`src/rtl/mpsoc_bb_arb_pkg.sv`:
```
// Shared types and width helpers for the Blackbone external-port arbiter.
// Optional feature macro: MPSOC_BB_ARB_RR_EN (round-robin when defined).
package mpsoc_bb_arb_pkg;

  typedef enum logic [1:0] {
    IDLE   = 2'd0,
    ACCESS = 2'd1,
    WAIT   = 2'd2,
    RESP   = 2'd3
  } bb_arb_state_t;

  // Latency counter must be able to hold RD_LATENCY itself.
  function automatic int bb_arb_cnt_w(input int rd_latency);
    return $clog2(rd_latency + 1);
  endfunction

  // Requester index width; never narrower than one bit.
  function automatic int bb_arb_idx_w(input int nodes);
    return (nodes < 2) ? 1 : $clog2(nodes);
  endfunction

  // Widths for the default configuration (NODES=8, RD_LATENCY=1).
  localparam int BB_ARB_CNT_W_DFLT = bb_arb_cnt_w(1);
  localparam int BB_ARB_IDX_W_DFLT = bb_arb_idx_w(8);

endpackage

```
`src/rtl/mpsoc_rr_arbiter.sv`:
```
// Combinational winner select: request vector (+ last-grant pointer) to
// one-hot grant and index. Round-robin when MPSOC_BB_ARB_RR_EN is defined,
// otherwise a lowest-index-wins priority encoder.
module mpsoc_rr_arbiter
  import mpsoc_bb_arb_pkg::*;
#(
  parameter int NODES = 8,
  parameter int IW    = bb_arb_idx_w(NODES)
) (
  input  logic [NODES-1:0] req,
`ifdef MPSOC_BB_ARB_RR_EN
  input  logic [IW-1:0]    last_grant,
`endif
  output logic [NODES-1:0] grant,
  output logic [IW-1:0]    idx,
  output logic             valid
);

  logic          found;
`ifdef MPSOC_BB_ARB_RR_EN
  logic [IW-1:0] cand;
`endif

  assign valid = |req;

  // Scan requesters and pick the first one in priority order.
  always_comb begin
    grant = '0;
    idx   = '0;
    found = 1'b0;
`ifdef MPSOC_BB_ARB_RR_EN
    cand  = '0;
    // Search starts just after the last winner and wraps around.
    for (int k = 1; k <= NODES; k++) begin
      cand = IW'((int'(last_grant) + k) % NODES);
      if (!found && req[cand]) begin
        found       = 1'b1;
        idx         = cand;
        grant[cand] = 1'b1;
      end
    end
`else
    for (int k = 0; k < NODES; k++) begin
      if (!found && req[k]) begin
        found    = 1'b1;
        idx      = IW'(k);
        grant[k] = 1'b1;
      end
    end
`endif
  end

endmodule

```
`src/rtl/mpsoc_bb_ext_arbiter.sv`:
```
// Shares one external Blackbone memory port among NODES tile requesters.
// One access at a time: grant, drive the shared port for one cycle, wait
// out the read latency, capture read data, pulse a one-cycle ack.
// Optional feature macro: MPSOC_BB_ARB_RR_EN (round-robin; fixed priority
// with lowest index winning when undefined).
module mpsoc_bb_ext_arbiter
  import mpsoc_bb_arb_pkg::*;
#(
  parameter int AW         = 32,
  parameter int DW         = 32,
  parameter int NODES      = 8,
  parameter int RD_LATENCY = 1
) (
  input  logic                      clk,
  input  logic                      rst,
  input  logic [NODES-1:0][AW-1:0]  req_addr,
  input  logic [NODES-1:0][DW-1:0]  req_din,
  input  logic [NODES-1:0]          req_en,
  input  logic [NODES-1:0]          req_we,
  output logic [NODES-1:0][DW-1:0]  req_dout,
  output logic [NODES-1:0]          req_ack,
  output logic [AW-1:0]             mem_addr,
  output logic [DW-1:0]             mem_din,
  output logic                      mem_en,
  output logic                      mem_we,
  input  logic [DW-1:0]             mem_dout
);

  localparam int IW = bb_arb_idx_w(NODES);
  localparam int CW = bb_arb_cnt_w(RD_LATENCY);

  bb_arb_state_t    state;
  logic [IW-1:0]    idx_reg;
  logic [NODES-1:0] sel_reg;
  logic             we_reg;
  logic [CW-1:0]    cnt;

  logic [NODES-1:0] win_hot;
  logic [IW-1:0]    win_idx;
  logic             win_valid;

`ifdef MPSOC_BB_ARB_RR_EN
  logic [IW-1:0]    last_grant;
`endif

  mpsoc_rr_arbiter #(
    .NODES (NODES),
    .IW    (IW)
  ) u_arb (
    .req        (req_en),
`ifdef MPSOC_BB_ARB_RR_EN
    .last_grant (last_grant),
`endif
    .grant      (win_hot),
    .idx        (win_idx),
    .valid      (win_valid)
  );

  // Access sequencer: all outputs are registers; mem_en/mem_we/req_ack
  // default low so they are single-cycle pulses.
  always_ff @(posedge clk or posedge rst) begin
    if (rst) begin
      state      <= IDLE;
      idx_reg    <= '0;
      sel_reg    <= '0;
      we_reg     <= 1'b0;
      cnt        <= '0;
      mem_addr   <= '0;
      mem_din    <= '0;
      mem_en     <= 1'b0;
      mem_we     <= 1'b0;
      req_ack    <= '0;
      req_dout   <= '0;
`ifdef MPSOC_BB_ARB_RR_EN
      last_grant <= IW'(NODES - 1);
`endif
    end else begin
      mem_en  <= 1'b0;
      mem_we  <= 1'b0;
      req_ack <= '0;
      case (state)
        IDLE: begin
          // Latch the winner's request; later changes by the requester are ignored.
          if (win_valid) begin
            idx_reg  <= win_idx;
            sel_reg  <= win_hot;
            we_reg   <= req_we[win_idx];
            mem_addr <= req_addr[win_idx];
            mem_din  <= req_din[win_idx];
            mem_en   <= 1'b1;
            mem_we   <= req_we[win_idx];
            state    <= ACCESS;
          end
        end
        ACCESS: begin
          if (we_reg) begin
            req_ack <= sel_reg;
            state   <= RESP;
          end else begin
            cnt   <= CW'(RD_LATENCY);
            state <= WAIT;
          end
        end
        WAIT: begin
          cnt <= cnt - CW'(1);
          // Last latency cycle: memory data is valid now.
          if (cnt == CW'(1)) begin
            req_dout[idx_reg] <= mem_dout;
            req_ack           <= sel_reg;
            state             <= RESP;
          end
        end
        RESP: begin
`ifdef MPSOC_BB_ARB_RR_EN
          last_grant <= idx_reg;
`endif
          state <= IDLE;
        end
        default: state <= IDLE;
      endcase
    end
  end

endmodule

```
`config.mk`:
```
export PLATFORM = sky130hd
export DESIGN_NAME = mpsoc_bb_ext_arbiter
export DESIGN_NICKNAME = d
export VERILOG_FILES = /design/src/rtl/mpsoc_bb_arb_pkg.sv /design/src/rtl/mpsoc_rr_arbiter.sv /design/src/rtl/mpsoc_bb_ext_arbiter.sv
export SDC_FILE = /design/constraint.sdc
export NUM_CORES = 1
export LEC_CHECK = 0
export CAP_MARGIN = 10
export CORE_AREA = 2 2 347 349
export CTS_CLUSTER_SIZE = 10
export DETAILED_ROUTE_END_ITERATION = 7
export DIE_AREA = 0 0 349 351
export PLACE_DENSITY = 0.38
export REMOVE_ABC_BUFFERS = 1
export SYNTH_ARGS = -nofsm -noshare
export SYNTH_HDL_FRONTEND = slang
export SYNTH_SLANG_ARGS = --single-unit
```
`constraint.sdc`:
```
create_clock -name clk -period 11.5 [get_ports clk]
set_input_delay 2.3 -clock clk [delete_from_list [all_inputs] [get_ports clk]]
set_output_delay 2.3 -clock clk [all_outputs]
set_load 0.01 [all_outputs]
```
### Word-level counts from Yosys, hierarchy flattened

Index checks and enable logic that the tools add are counted.
Widths: inputs -> output; s select.

| cells by class | value |
|---|---|
| add/subtract/negate cells | 1 |
| multiply operators | 0 |
| divide/modulo/power cells | 0 |
| order comparisons | 3 |
| equality and inequality tests | 6 |
| shifts and indexed selects | 0 |
| muxes and demuxes | 43 |
| bitwise gates (word level) | 0 |
| reductions and logical operators | 22 |

Operator list:

| kind | number |
|---|---|
| $bwmux 256 | 1 |
| $bmux 32 s3 | 2 |
| $demux 32 s3 | 1 |
| $mux 32 | 3 |
| $mux 1 | 22 |
| $mux 8 | 2 |
| $pmux 8 s2 | 1 |
| $mux 3 | 4 |
| $logic_and 1x1->1 | 8 |
| $lt 3x4->1 const B | 2 |
| $mux 2 | 4 |
| $pmux 2 s4 | 1 |
| $reduce_and 2->1 | 4 |
| $reduce_or 8->1 | 1 |
| $logic_not 1->1 | 7 |
| $eq 2x2->1 const B | 2 |
| $ne 2x2->1 const B | 2 |
| $bmux 1 s3 | 1 |
| $ge 3x1->1 const B | 1 |
| $eq 2x1->1 const B | 1 |
| $logic_not 2->1 | 1 |
| $ne 2x1->1 const B | 1 |
| $pmux 1 s2 | 1 |
| $reduce_bool 2->1 | 1 |
| $sub 1x1->1 const B | 1 |

| storage, ports and cells | value |
|---|---|
| register bits after elaboration | 345 |
| latch bits | 0 |
| memory bits (writable) | 0 |
| ROM bits | 0 |
| bits of input ports | 562 |
| output and inout bits | 330 |
| word-level logic and storage cells | 93 |
| memories | 0 |

### Logic depth before layout (Yosys ltp)

| logic depth | value |
|---|---|
| word-level depth | 26 |
| depth in mapped cells | 9 |
| depth with buffers taken out | 6 |

### Cells and area by module

From an unflattened synthesis, not the netlist that was laid out.

| second synthesis, totals | value |
|---|---|
| cell total of the unflattened synthesis | 1300 |
| area total of the unflattened synthesis | 17080.1 µm² |

By module, submodules not included:

| module | instances | cells each | area an instance (µm²) | sequential area each (µm²) |
|---|---|---|---|---|
| mpsoc_bb_ext_arbiter | 1 | 1278 | 16930.0 | 8633.3 |
| mpsoc_rr_arbiter | 1 | 22 | 150.1 | 0.0 |

### Worst setup path before layout

Ideal clock, no wire load.

| timing | value |
|---|---|
| path kind | input port to flip-flop |
| start point | input port req_en[7] |
| end point | register mem_din[31] |
| setup time | 147 ps |
| arrival | 4143 ps |
| data required time | 11353 ps |
| setup slack | 7210 ps |
| stages | 8 |
| path buffers | 3 |
| cells stage by stage | buf_1 -> o21ai_0 -> a21boi_1 -> buf_4 -> buf_2 -> mux2_2 -> a222oi_1 -> o221ai_1 |

| between the ends | value |
|---|---|
| longest elaborated chain between the ends | 4 |
| elaborated cells between the ends (all ways) | 6 |
| classes of those cells | mux: 3; reduce/logical: 3 |

Ends and longest elaborated chain:

| what | line | RTL |
|---|---|---|
| start, declared | mpsoc_bb_ext_arbiter.sv:18 | `input logic [NODES-1:0] req_en,` |
| $logic_and 1x1->1 | mpsoc_rr_arbiter.sv:44 | `if (!found && req[k]) begin` |
| $mux 3 | mpsoc_rr_arbiter.sv:44 |  |
| $bmux 32 s3 | mpsoc_bb_ext_arbiter.sv:89 | `mem_din <= req_din[win_idx];` |
| $mux 32 (implied by the code) | mpsoc_bb_ext_arbiter.sv:89 |  |
| end signal, assigned | mpsoc_bb_ext_arbiter.sv:89 |  |
| end, declared | mpsoc_bb_ext_arbiter.sv:23 | `output logic [DW-1:0] mem_din,` |

Parallel ways exist; a longest one is shown, timed or not. The select of a mux whose other input is x is not followed.
A chain may end at the register's enable or synchronous reset.

### Final worst setup path

| timing | value |
|---|---|
| start point | input port req_en[0] |
| end point | register mem_din[20] |

| between the ends | value |
|---|---|
| longest elaborated chain between the ends | 24 |
| elaborated cells between the ends (all ways) | 32 |
| classes of those cells | mux: 16; reduce/logical: 16 |

Ends and longest elaborated chain:

| what | line |
|---|---|
| $mux 1 | mpsoc_rr_arbiter.sv:44 |
| $logic_not 1->1 | mpsoc_rr_arbiter.sv:44 |
| $logic_and 1x1->1 | mpsoc_rr_arbiter.sv:44 |
| $mux 1 | mpsoc_rr_arbiter.sv:44 |
| $logic_not 1->1 | mpsoc_rr_arbiter.sv:44 |
| $logic_and 1x1->1 | mpsoc_rr_arbiter.sv:44 |
| $mux 1 | mpsoc_rr_arbiter.sv:44 |
| $logic_not 1->1 | mpsoc_rr_arbiter.sv:44 |
| [... 8 more ...] | -- |
| $logic_not 1->1 | mpsoc_rr_arbiter.sv:44 |
| $logic_and 1x1->1 | mpsoc_rr_arbiter.sv:44 |
| $mux 1 | mpsoc_rr_arbiter.sv:44 |
| $logic_not 1->1 | mpsoc_rr_arbiter.sv:44 |
| $logic_and 1x1->1 | mpsoc_rr_arbiter.sv:44 |
| $mux 3 | mpsoc_rr_arbiter.sv:44 |
| $bmux 32 s3 | mpsoc_bb_ext_arbiter.sv:89 |
| $mux 32 (implied by the code) | mpsoc_bb_ext_arbiter.sv:89 |

Parallel ways exist; a longest one is shown, timed or not. The select of a mux whose other input is x is not followed.

==> run summary <==
Global-route wire length before repair: 124,200 um
IO Port Bufs: 891
P&R area growth vs syn: 74.54%
Placed insts: 3,585
Die height: 351 um
Top post-synthesis cells by area: dfrtp_1 (52%), mux2_2 (23%), mux2i_1 (8.0%), a222oi_1 (3.4%), o221ai_1 (3.0%)
First drt pass iteration count: 8
Post-CTS Resized: 0
Skew final: 0.01628 ns
Final nets: 2,651
Placer Congestion: 0.8971
GR Util met2: 0.2440
Final hold vios: 0
Max-Cap Viols: 0
Reg2reg start: state[1]
Row count: 127
Largest net degree at the start of global routing: 116
Maximum achievable frequency: 0.1811 GHz
Maximum fanout along the worst path: 111
Post-synthesis sequential area ratio: 0.5231
Synthesized flop and latch total: 345
Max clock buf depth: 3
GR peak layer: met2
Peak VDD IR: 0.1091 mV
Hold Crit Start: sel_reg[3]
Max transition margin: 0.2769
Largest area contributor in the netlist: dfrtp_1
Tmin final: 5.523 ns
Arrival time at the worst endpoint: 5.97 ns
Cell internal pwr: 4.290 mW
Starting DRC count in detailed routing: 896
CP startpoint: req_en[0]
Post-route clock period utilization: 0.4803
Post-route insts no fill: 3,683
Worst hold margin: 0.4587 ns
Design Power: 6.424 mW
Share of cells above drive strength 1: 0.2105
Gr ovfl total: 0
Die area: 0.1225 mm2
Worst path required time: 11.94 ns
Combinational share of power: 0.446
PwrDens: 223.0 mW/mm2
Final ANT Viol Nets: 0
Endpoint type of the worst setup path: register
Flop pwr share: 0.325
Most frequent cell after synthesis: dfrtp_1
Starting Density: 0.1387
Netlist Area Pre-Place: 0.01650 mm2
CTS tree: built
Synth Area per Inst: 13.55 um2
Mapped Cells: 1,218
Switch Pwr: 2.134 mW
Number of top-level pins: 892
Asr flop ratio synth: 1.000
Clk pwr share: 0.229
Sw frac: 0.3322
Met1 usage: 0.1630
Remaining DRCs: 0
Outcome: complete, no violations
Worst-Margin Slew: 1.085 ns
Regs by FF count: req_dout x256, mem_addr x32, mem_din x32
Initial antenna violation count: 34
Post-synth top area share: 0.5231
Dpl hpwl: 68,200 um
Largest register by flop count: req_dout
Via count: 14,670
Vias in the first global route: 15,970
WS Path Type: in -> reg
Hold crit path type: reg -> reg
Fillers: 12,510
Distinct cells, synth: 40
Max reg flops: 256
Via density: 3.983
Depth of the CTS H-tree: 2
CP Launch Type: input pin
# setup viols final: 0
Number of synthesis warnings: 0
CTS Hold Buffers Added: 0
Clock root buffer master: clkbuf_16
Post-synth EDFFs: 0
Setup TNS: 0 ns
RSZ-0062 raised after global routing: false
Clock sink count: 345
Clk_lat worst skew: 0.61 ns
Die Wd: 349 um
Core area: 0.1190 mm2
Post-CTS setup buffers: 0
Top_reg_cell synth: dfrtp_1
Met3 usage: 0.05087
Slew Viols, Final: 0
Leakage: 11.46 nW
Routed WL: 90,610 um
GRT Total Usage: 0.1414
Clock-pin slew on the worst setup and hold paths: 0.06 ns
List of most frequent post-synthesis cells: dfrtp_1 (345), mux2_2 (336), mux2i_1 (132)
WL/cell: 24.60 um
Inserted Clock Buffers: 47
[cell type report]
cell class / instances / area [um2] / area share
inverters: 8 / 37.54 / 0.001303
flip-flops and latches: 345 / 8633 / 0.2997
diodes: 16 / 40.04 / 0.001390
repair buffers: 912 / 9101 / 0.3159
clock buffers: 67 / 1321 / 0.04587
multi-input cells: 772 / 7536 / 0.2616
well taps: 1548 / 1937 / 0.06723
clock inverters: 15 / 201.4 / 0.006993
[cells by family after synthesis]
family	share of synthesized area
AND/OR/NAND/NOR	0.02684
buffers and inverters	0.02722
multiplexers	0.3318
adder cells (fa/ha/maj)	0.002275
flip-flops	0.5231
AO/OA/AOI/OAI	0.08877
[worst max-delay path, stage by stage]
cell	delay, ns
clkdlybuf4s50_1	0.59
nor2_1	0.37
a21boi_4	0.83
buf_12	0.51
mux2_2	0.43
a222oi_1	0.34
o221ai_1	0.19
[placed cells by master, fill, tap and decap left out, types with 3 or more instances in the layout]
| master | count |
|---|---|
| clkbuf_16 | 47 |
| a21oi_1 | 20 |
| a32oi_1 | 3 |
| mux2_2 | 336 |
| mux2_1 | 33 |
| nor2_1 | 8 |
| nand2_1 | 55 |
| nor2_4 | 6 |
| ha_1 | 3 |
| nand3_1 | 4 |
| o21ai_0 | 7 |
| inv_1 | 7 |
| clkdlybuf4s50_1 | 891 |
| mux2i_1 | 132 |
| clkinvlp_4 | 3 |
| o22ai_1 | 9 |
| bufinv_16 | 3 |
| clkinv_2 | 5 |
| diode_2 | 16 |
| o221ai_1 | 56 |
| clkbuf_1 | 13 |
| and2_1 | 8 |
| a2111o_1 | 9 |
| buf_4 | 19 |
| clkbuf_8 | 7 |
| a222oi_1 | 56 |
| dfrtp_1 | 345 |
[path summary, 6_finish.rpt]
check	cells after the start	to	slack [ns]
worst max-delay path	7	mem_din[20]	5.98
worst min-delay path	2	sel_reg[3]	0.46
worst max register to register	6	mem_din[23]	8.21
worst min register to register	2	sel_reg[3]	0.46
max in group asynchronous	3	req_dout[9]	7.67
min in group asynchronous	2	req_dout[52]	2.32
[routing by layer]
metal / part of all wire / vias up / routed length, um
met2: 0.49 / 674 / 44440
met4: 0.027 / 20 / 2465
met1: 0.40 / 7414 / 36010
met3: 0.083 / 121 / 7565
met5: 0.0015 / - / 133
li1: - / 6440 / -
[metrics by stage]
stage | instance area [um2] | setup slack [ns] | utilization
2_1_floorplan | 16090 | -1.037 | -
3_3_place_gp | 27240 | 5.415 | 0.2289
3_5_place_dp | 27240 | 5.322 | 0.2289
4_1_cts | 28770 | 5.980 | 0.2417
5_1_grt | 28790 | 5.746 | 0.2419
6_report | 28810 | 5.977 | 0.2420
[power by group through the flow]
stage          sequential [mW]  clock [mW]  combinational (mW)
2_1_floorplan             2.31           0               0.911
4_1_cts                   2.10        1.53                2.92
3_3_place_gp              2.09           0                2.90
6_report                  2.09        1.47                2.87
5_1_grt                   2.16        1.58                3.05
3_5_place_dp              2.11           0                2.91
Power figures use the tool's default switching activity.
